### config.mk
export PLATFORM = sky130hd
export DESIGN_NAME = clock_mode_sequencer
export DESIGN_NICKNAME = d
export VERILOG_FILES = /design/src/rtl/clock_mode_sequencer.sv
export SDC_FILE = /design/constraint.sdc
export NUM_CORES = 1
export LEC_CHECK = 0
export CORE_UTILIZATION = 40
export DETAILED_ROUTE_END_ITERATION = 8
export GPL_TIMING_DRIVEN = 0
export RECOVER_POWER = 25
export REMOVE_ABC_BUFFERS = 1
export SYNTH_ARGS = -nofsm -noshare
export SYNTH_HDL_FRONTEND = slang
export SYNTH_SLANG_ARGS = --single-unit
### constraint.sdc
create_clock -name clk -period 2.3 [get_ports clk]
set_input_delay 0.69 -clock clk [delete_from_list [all_inputs] [get_ports clk]]
set_output_delay 0.69 -clock clk [all_outputs]
set_load 0.05 [all_outputs]
### src/rtl/clock_mode_sequencer.sv
// Time-setting front end: debounces MODE/ADVANCE, sequences RUN -> SET_H -> SET_M,
// and drives the active-low set controls plus a blink strobe for the edited field.
module clock_mode_sequencer #(
  parameter int unsigned DEBOUNCE_CYCLES = 16,
  parameter int unsigned TIMEOUT_S       = 10
) (
  input  logic       clk,
  input  logic       rst,
  input  logic       tick_1hz,
  input  logic       btn_mode,
  input  logic       btn_adv,
  output logic       set,
  output logic       set_h,
  output logic       set_m,
  output logic [1:0] mode,
  output logic       blink
);

  typedef enum logic [1:0] {
    ST_RUN   = 2'b00,
    ST_SET_H = 2'b01,
    ST_SET_M = 2'b10
  } state_t;

  localparam logic [15:0] DB_LAST = 16'(DEBOUNCE_CYCLES - 1);
  localparam logic [7:0]  TO_LAST = 8'(TIMEOUT_S - 1);

  // Bit 0 carries MODE, bit 1 carries ADVANCE through the whole front end.
  logic [1:0]  w_raw;
  logic [1:0]  r_s1;
  logic [1:0]  r_s2;
  logic [1:0]  r_stable;
  logic [1:0]  r_stable_d;
  logic [1:0]  r_press;
  logic [15:0] r_db_cnt [2];

  assign w_raw = {btn_adv, btn_mode};

  always_ff @(posedge clk) begin
    if (rst) begin
      r_s1       <= '0;
      r_s2       <= '0;
      r_stable   <= '0;
      r_stable_d <= '0;
      r_press    <= '0;
      for (int unsigned i = 0; i < 2; i++) r_db_cnt[i] <= '0;
    end else begin
      r_s1       <= w_raw;
      r_s2       <= r_s1;
      r_stable_d <= r_stable;
      r_press    <= r_stable & ~r_stable_d;
      for (int unsigned i = 0; i < 2; i++) begin
        if (r_s2[i] == r_stable[i]) begin
          r_db_cnt[i] <= '0;
        end else if (r_db_cnt[i] == DB_LAST) begin
          r_stable[i] <= r_s2[i];
          r_db_cnt[i] <= '0;
        end else begin
          r_db_cnt[i] <= r_db_cnt[i] + 16'd1;
        end
      end
    end
  end

  logic w_press_mode;
  logic w_press_adv;
  logic w_adv_stable;

  assign w_press_mode = r_press[0];
  assign w_press_adv  = r_press[1];
  assign w_adv_stable = r_stable[1];

  state_t     r_state;
  state_t     w_state_nxt;
  logic [7:0] r_idle;
  logic [7:0] w_idle_nxt;
  logic       r_blink;
  logic       w_blink_nxt;
  logic       r_set;
  logic       r_set_h;
  logic       r_set_m;
  logic       w_set_nxt;
  logic       w_set_h_nxt;
  logic       w_set_m_nxt;
  logic       w_timeout;
  logic       w_entry;

  always_comb begin
    w_state_nxt = ST_RUN;
    // A tick seen while ADVANCE is held is activity, not idle time.
    w_timeout   = (r_state != ST_RUN) && !w_adv_stable && tick_1hz && (r_idle == TO_LAST);
    case (r_state)
      ST_RUN:   w_state_nxt = w_press_mode ? ST_SET_H : ST_RUN;
      ST_SET_H: w_state_nxt = w_press_mode ? ST_SET_M : (w_timeout ? ST_RUN : ST_SET_H);
      ST_SET_M: w_state_nxt = (w_press_mode || w_timeout) ? ST_RUN : ST_SET_M;
      default:  w_state_nxt = ST_RUN;
    endcase
    w_entry = (w_state_nxt != r_state);

    w_idle_nxt = r_idle;
    if (w_entry || w_press_mode || w_press_adv || w_adv_stable) w_idle_nxt = '0;
    else if (tick_1hz && (r_idle != '1))                        w_idle_nxt = r_idle + 8'd1;

    w_blink_nxt = r_blink;
    if ((w_state_nxt == ST_RUN) || w_entry || w_adv_stable) w_blink_nxt = 1'b0;
    else if (tick_1hz)                                       w_blink_nxt = ~r_blink;

    w_set_nxt   = (w_state_nxt == ST_RUN);
    w_set_h_nxt = !((w_state_nxt == ST_SET_H) && w_adv_stable);
    w_set_m_nxt = !((w_state_nxt == ST_SET_M) && w_adv_stable);
  end

  always_ff @(posedge clk) begin
    if (rst) begin
      r_state <= ST_RUN;
      r_idle  <= '0;
      r_blink <= 1'b0;
      r_set   <= 1'b1;
      r_set_h <= 1'b1;
      r_set_m <= 1'b1;
    end else begin
      r_state <= w_state_nxt;
      r_idle  <= w_idle_nxt;
      r_blink <= w_blink_nxt;
      r_set   <= w_set_nxt;
      r_set_h <= w_set_h_nxt;
      r_set_m <= w_set_m_nxt;
    end
  end

  assign mode  = r_state;
  assign set   = r_set;
  assign set_h = r_set_h;
  assign set_m = r_set_m;
  assign blink = r_blink;

endmodule

Word-level counts from Yosys, hierarchy flattened
Memories as Yosys holds them, arrays and structs flattened.
Cells that the tools add are included.
{"block": "classes", "addsub": 3, "n_eq_ne": 11, "n_mux": 35, "bitwise": 11, "reduce_logical": 22}
{"operator": "$mux 16", "n": 6}
{"operator": "$add 16x1->16 const B", "n": 2}
{"operator": "$eq 16x4->1 const B", "n": 2}
{"operator": "$mux 1", "n": 26}
{"operator": "$add 8x1->8 const B", "n": 1}
{"operator": "$eq 8x4->1 const B", "n": 1}
{"operator": "$ne 8x8->1 const B", "n": 1}
{"operator": "$logic_and 1x1->1", "n": 6}
{"operator": "$logic_or 1x1->1", "n": 6}
{"operator": "$or 1x1->1", "n": 6}
{"operator": "$pmux 2 s3", "n": 1}
{"operator": "$eq 2x1->1 const B", "n": 2}
{"operator": "$eq 2x2->1 const B", "n": 2}
{"operator": "$logic_not 2->1", "n": 2}
{"operator": "$mux 2", "n": 2}
{"operator": "$reduce_and 2->1", "n": 2}
{"operator": "$reduce_or 2->1", "n": 2}
{"operator": "$logic_not 1->1", "n": 3}
{"operator": "$not 1->1", "n": 3}
{"operator": "$and 2x2->2", "n": 1}
{"operator": "$eq 1x1->1", "n": 2}
{"operator": "$ne 2x2->1", "n": 1}
{"operator": "$not 2->2", "n": 1}
{"operator": "$reduce_bool 2->1", "n": 1}
{"block": "totals", "reg_bits": 24, "ram_bits": 32, "input_bits": 5, "output_inout_bits": 6, "elab_cells": 95, "n_memories": 1}
{"memory": "r_db_cnt", "depth": 2, "width": 16, "rd": 2, "rd_ports_with_merged_regs": 0, "write_ports": 2, "line": "35", "rtl": "logic [15:0] r_db_cnt [2];"}

Depth between registers and ports, before layout
Gate-level depths: netlist of run 1.
{"block": "logic_depth", "word_depth": 12, "mapped_depth": 7, "ltp_nobuf": 6}

Worst setup path before layout of run 1
Ideal clock, no wire load.
{"block": "synth_timing", "path_kind": "reg-to-reg", "startpoint": "memory r_db_cnt[0][0]", "endpoint": "memory r_db_cnt[0][10], data pin", "setup_time_ns": 0.257, "arrival_time_ns": 1.463, "required_ns": 2.043, "path_slack_ns": 0.580, "stages_incl_launch_ff": 8, "n_path_buf": 2, "synth_period_minus_slack_ns": 1.720, "cell_sequence": "edfxtp_1 ha_1 clkbuf_1 and3_1 nand4_1 nand2_1 buf_2 nor2_1"}
{"item": "start, declared", "line": "35"}

Worst setup path in the final report of run 1
{"block": "layout_timing", "startpoint": "input port tick_1hz", "endpoint": "register r_state[0], in the netlist mode[0]"}
{"block": "layout_between", "elab_chain_cells": 5}
{"item": "start, declared", "line": "9", "rtl": "input logic tick_1hz,"}
{"item": "$logic_and 1x1->1 (2 in series)", "line": "91", "rtl": "w_timeout = (r_state != ST_RUN) && !w_adv_stable && tick_1hz && (r_idle == TO_LAST);"}
{"item": "$mux 1", "line": "94", "rtl": "ST_SET_H: w_state_nxt = w_press_mode ? ST_SET_M : (w_timeout ? ST_RUN : ST_SET_H);"}
{"item": "$mux 2", "line": "94"}
{"item": "$pmux 2 s3", "line": "92", "rtl": "case (r_state)"}
{"item": "end signal, assigned", "line": "122", "rtl": "r_state <= w_state_nxt;"}
{"item": "end, declared", "line": "73", "rtl": "state_t r_state;"}
No other way between the ends.
A chain may end at the register's enable or synchronous reset.

==> results.yml, run 1 <==
layout:
  antenna_cells: 0
  drive_above_1_share_pct: 5.26
  synthToLayoutAreaGrowth_pct: 13.2
  final_util_pct: 47.6
  finish.instance_area_sq_mm: 0.00307
  nets: 312
  layout.cells.non_filler: 381
worst_setup_path:
  worstReg2RegEnd: "r_db_cnt[0][13]$_SDFFCE_PN0P_"
  path_cells: "clkdlybuf4s50_1 -> nor4b_1 -> a41oi_1 -> mux2_2 -> and2_1"
  critPathSlowestCell: "clkdlybuf4s50_1"
  crit_fanout: 5
  critical_path_class: "in2reg"
  startpoint_type: "primary input"
  cpPeakStageDelay_ps: 550
  ff2ff_setup_slack_ps: 320
  required_ps: 2520
  r2r_cells: 5
  reg2reg_from: "r_db_cnt[0][0]$_SDFFCE_PN0P_"
  arrival_ps: 2410
  end_kind: "register"
sta:
  worst_pin_slew_ps: 656
  slew_headroom_pct: 56.3
  finalHoldViolCount: 0
  setup_viol: 0
  report.final.slew_viol_count: 0
  fin_crit_ps: 2190
  finalSetupTns_ps: 0
  rsz0062_at_grt: "false"
  max_freq_mhz: 456
  skew_ps: 11.0
  fin_crit_sh_pct: 95.3
yosys:
  yosys.area.top_type: "edfxtp_1"
  synth-simple-area-share_pct: 25.8
  synth_area_leaders: "edfxtp_1 35%, dfxtp_1 18%, xnor2_1 7.4%"
  synth_top_area_share_pct: 35.4
  synth_edf_count: 32
  synthTopCellsByCount: "43 x nor2_1, 32 x edfxtp_1, 24 x dfxtp_1, 23 x xnor2_1, 14 x nand2_1"
  synth_cell_types: 46
  ys.flop_type: "edfxtp_1"
  synth_mux_area_share_pct: 1.52
  netlist_area_sq_mm: 0.00271
  synth.most_common_cell: "nor2_1"
  synth_seq_area_share_pct: 53.1
  synth_top_family_by_area: "simple AND/OR/NAND/NOR gates"
  synth-async-reset-ratio_pct: 0
  yosysWarnings: 0
  netlist_instances: 261
  synth-compound-area-share_pct: 4.84
  synth_adder_area_share_pct: 1.84
  synth-seq-cells: 56
  avgSynthCellArea_sq_um: 10.4
  synth_xor_area_share_pct: 11.0
die:
  ios: 11
  core-area_sq_mm: 0.00646
  die_area_sq_mm: 0.00712
  fp.dieH_um: 84.4
  rows: 29
  dieWidth_um: 84.4
  start_util_pct: 42.0
placement:
  placed_area_sq_mm: 0.00300
  place_inst: 373
  globalplace.congestion: 0.758
  dpl.hpwl_mm: 3.11
  portBuffers: 10
global_routing:
  first_global_vias: 1739
  grt_max_degree: 21
  antenna_found_initial: 0
  grt_pass1_wl_mm: 7.87
  grt_usage_pct: 13.8
  overflow: 0
clock_tree:
  cts_buffer_depth: 2
  ctsHoldBuffers: 0
  numCtsBuffers: 5
  worstSkewPairLatency_ps: 310
  cts_tree: "built"
  cts_root_buf: "clkbuf_8"
  cts.sinks: 56
  cts_setup_buffers: 0
  htreeDepth: 2
  clk_pin_slew_ps: 110
power:
  switching_power_uw: 433
  swShare_pct: 24.2
  power.internal_uw: 1360
  power_frac_seq_pct: 62.9
  power.density_mw_per_mm2: 582
  irDropWorstVdd_mv: 0.405
  p_leak_uw: 0.00108
  clock_power_share_pct: 32.5
  combPwrFrac_pct: 4.6
flow_run:
  maxCapViolCount: 0
worst_hold_path:
  hold_start: "r_stable_d[1]$_SDFF_PP0_"
  worst_hold_path.endpoint: "r_press[1]$_SDFF_PP0_"
  hold_class: "reg2reg"
  hold_depth: 1
detailed_routing:
  vias: 1889
  drt_pass1_iterations: 4
  drt_iter0_drc: 81
  route.detailed.wl_per_inst_um: 11.8
  route.final.wire_length_mm: 4.48
  ant_nets: 0
  viasPerCell: 4.96
  drc: 0
outcome:
  status: "completed"
-- power groups by stage --
stage | Combinational, uW | Sequential (uW) | Clock, uW
floorplan | 63.0 | 1140 | 0
global placement | 83.8 | 1150 | 0
detailed placement | 83.7 | 1150 | 0
CTS | 84.5 | 1120 | 615
global route | 97.3 | 1130 | 640
finish | 82.9 | 1120 | 581
-- cell families (layout without fill, tap and decap cells) --
logic type,after synthesis,in the layout
AOI/OAI and AO/OA,17,17
xor gates and xnor gates,34,34
adders and majority gates,4,4
buffers and inverters,11,23
DFF,56,56
muxes,4,4
other,1,32
and+or+nand+nor,134,134
-- final cells by class --
cell class / instances / area (sq um)
Sequential cell: 56 / 1440
Timing Repair Buffer: 10 / 91.3
Inverter: 5 / 18.8
Clock inverter: 3 / 28.8
Clock buffer: 5 / 68.8
Fill cell: 621 / 3390
Multi-Input combinational cell: 225 / 1330
Tap cell: 77 / 96.3
-- timing repair --
item	4_1_cts	5_1_grt
gates resized for setup	2	1
endpoints found under the hold margin	0	0
endpoints found under the setup margin	2	1
pin swaps	0	0
gates cloned	0	0
-- worst max path at each step --
stage / to / cells after the start / startpoint
6_report: mode[0]$_SDFF_PP0_ / 5 / tick_1hz
5_1_grt: mode[0]$_SDFF_PP0_ / 5 / tick_1hz
4_1_cts: blink / 1 / blink$_SDFFE_PP0P_
3_5_place_dp: r_db_cnt[1][3]$_SDFFCE_PN0P_ / 4 / rst
3_3_place_gp: r_idle[1]$_SDFFE_PP0P_ / 4 / rst
2_1_floorplan: mode[0]$_SDFF_PP0_ / 4 / tick_1hz
-- worst max-delay path, delay by kind of cell --
family	cells	cell delay [ps]
AOI/OAI and AO/OA	1	290
and+or+nand+nor	2	530
buffers and inverters	1	550
muxes	1	350
-- flip-flops by register name (all words and copies together) (netlist names) --
signal,flops
r_db_cnt,32
r_idle,8
mode,2
r_press,2
r_s1,2
r_s2,2
r_stable,2
r_stable_d,2
blink,1
set,1
set_h,1
set_m,1
-- per-stage QoR --
| stage | total power (uW) | hold slack (ps) | setup WS, ps |
|---|---|---|---|
| global placement | 1230 | 373 | -171 |
| floorplan | 1200 | 367 | 634 |
| finish | 1790 | 382 | 108 |
| detailed placement | 1230 | 375 | -170 |
| CTS | 1820 | 388 | 105 |
| global route | 1870 | 391 | 72.0 |
-- metal layers --
layer / vias up / GRT usage, % / wire (um)
met1: 861 / 19.7 / 2320
met5: - / 0 / 0
met2: 35 / 20.6 / 1940
li1: 989 / - / -
met4: 0 / 5.39 / 59
met3: 4 / 2.95 / 164
-- layout by cell type, fill, tap and decap left out, types with 2 or more instances in the layout --
master,Yosys,routed
and2_1,3,3
ha_1,4,4
dfxtp_1,24,24
mux2i_1,3,3
clkdlybuf4s50_1,0,7
a21oi_1,3,3
clkbuf_8,0,5
dlygate4sd2_1,0,2
and3_1,4,4
inv_6,0,2
and4_1,2,2
nor3_1,7,7
nand3_1,13,13
inv_1,5,5
nor2b_1,10,10
a31oi_1,2,2
nor2_1,43,43
nor4_1,13,13
conb_1,1,32
nand4_1,13,13
o31ai_1,2,2
xnor2_1,23,23
nand2b_1,2,2
xor2_1,11,11
edfxtp_1,32,32
nand2_1,14,14
No activity file was read; power rests on OpenSTA's default activity.
==> run 2, diff against run 1 <==
ABC_CLOCK_PERIOD_IN_PS = 2300   (was default)
SLEW_MARGIN = 40   (was default)
==> results of run 2 <==
Final layout, timing and power as in run 1 (identical DEF).
==> run 3, diff against run 2 <==
SETUP_SLACK_MARGIN = 0.05   (was default)
==> results of run 3 <==
Final layout, timing and power as in run 1 (identical DEF).
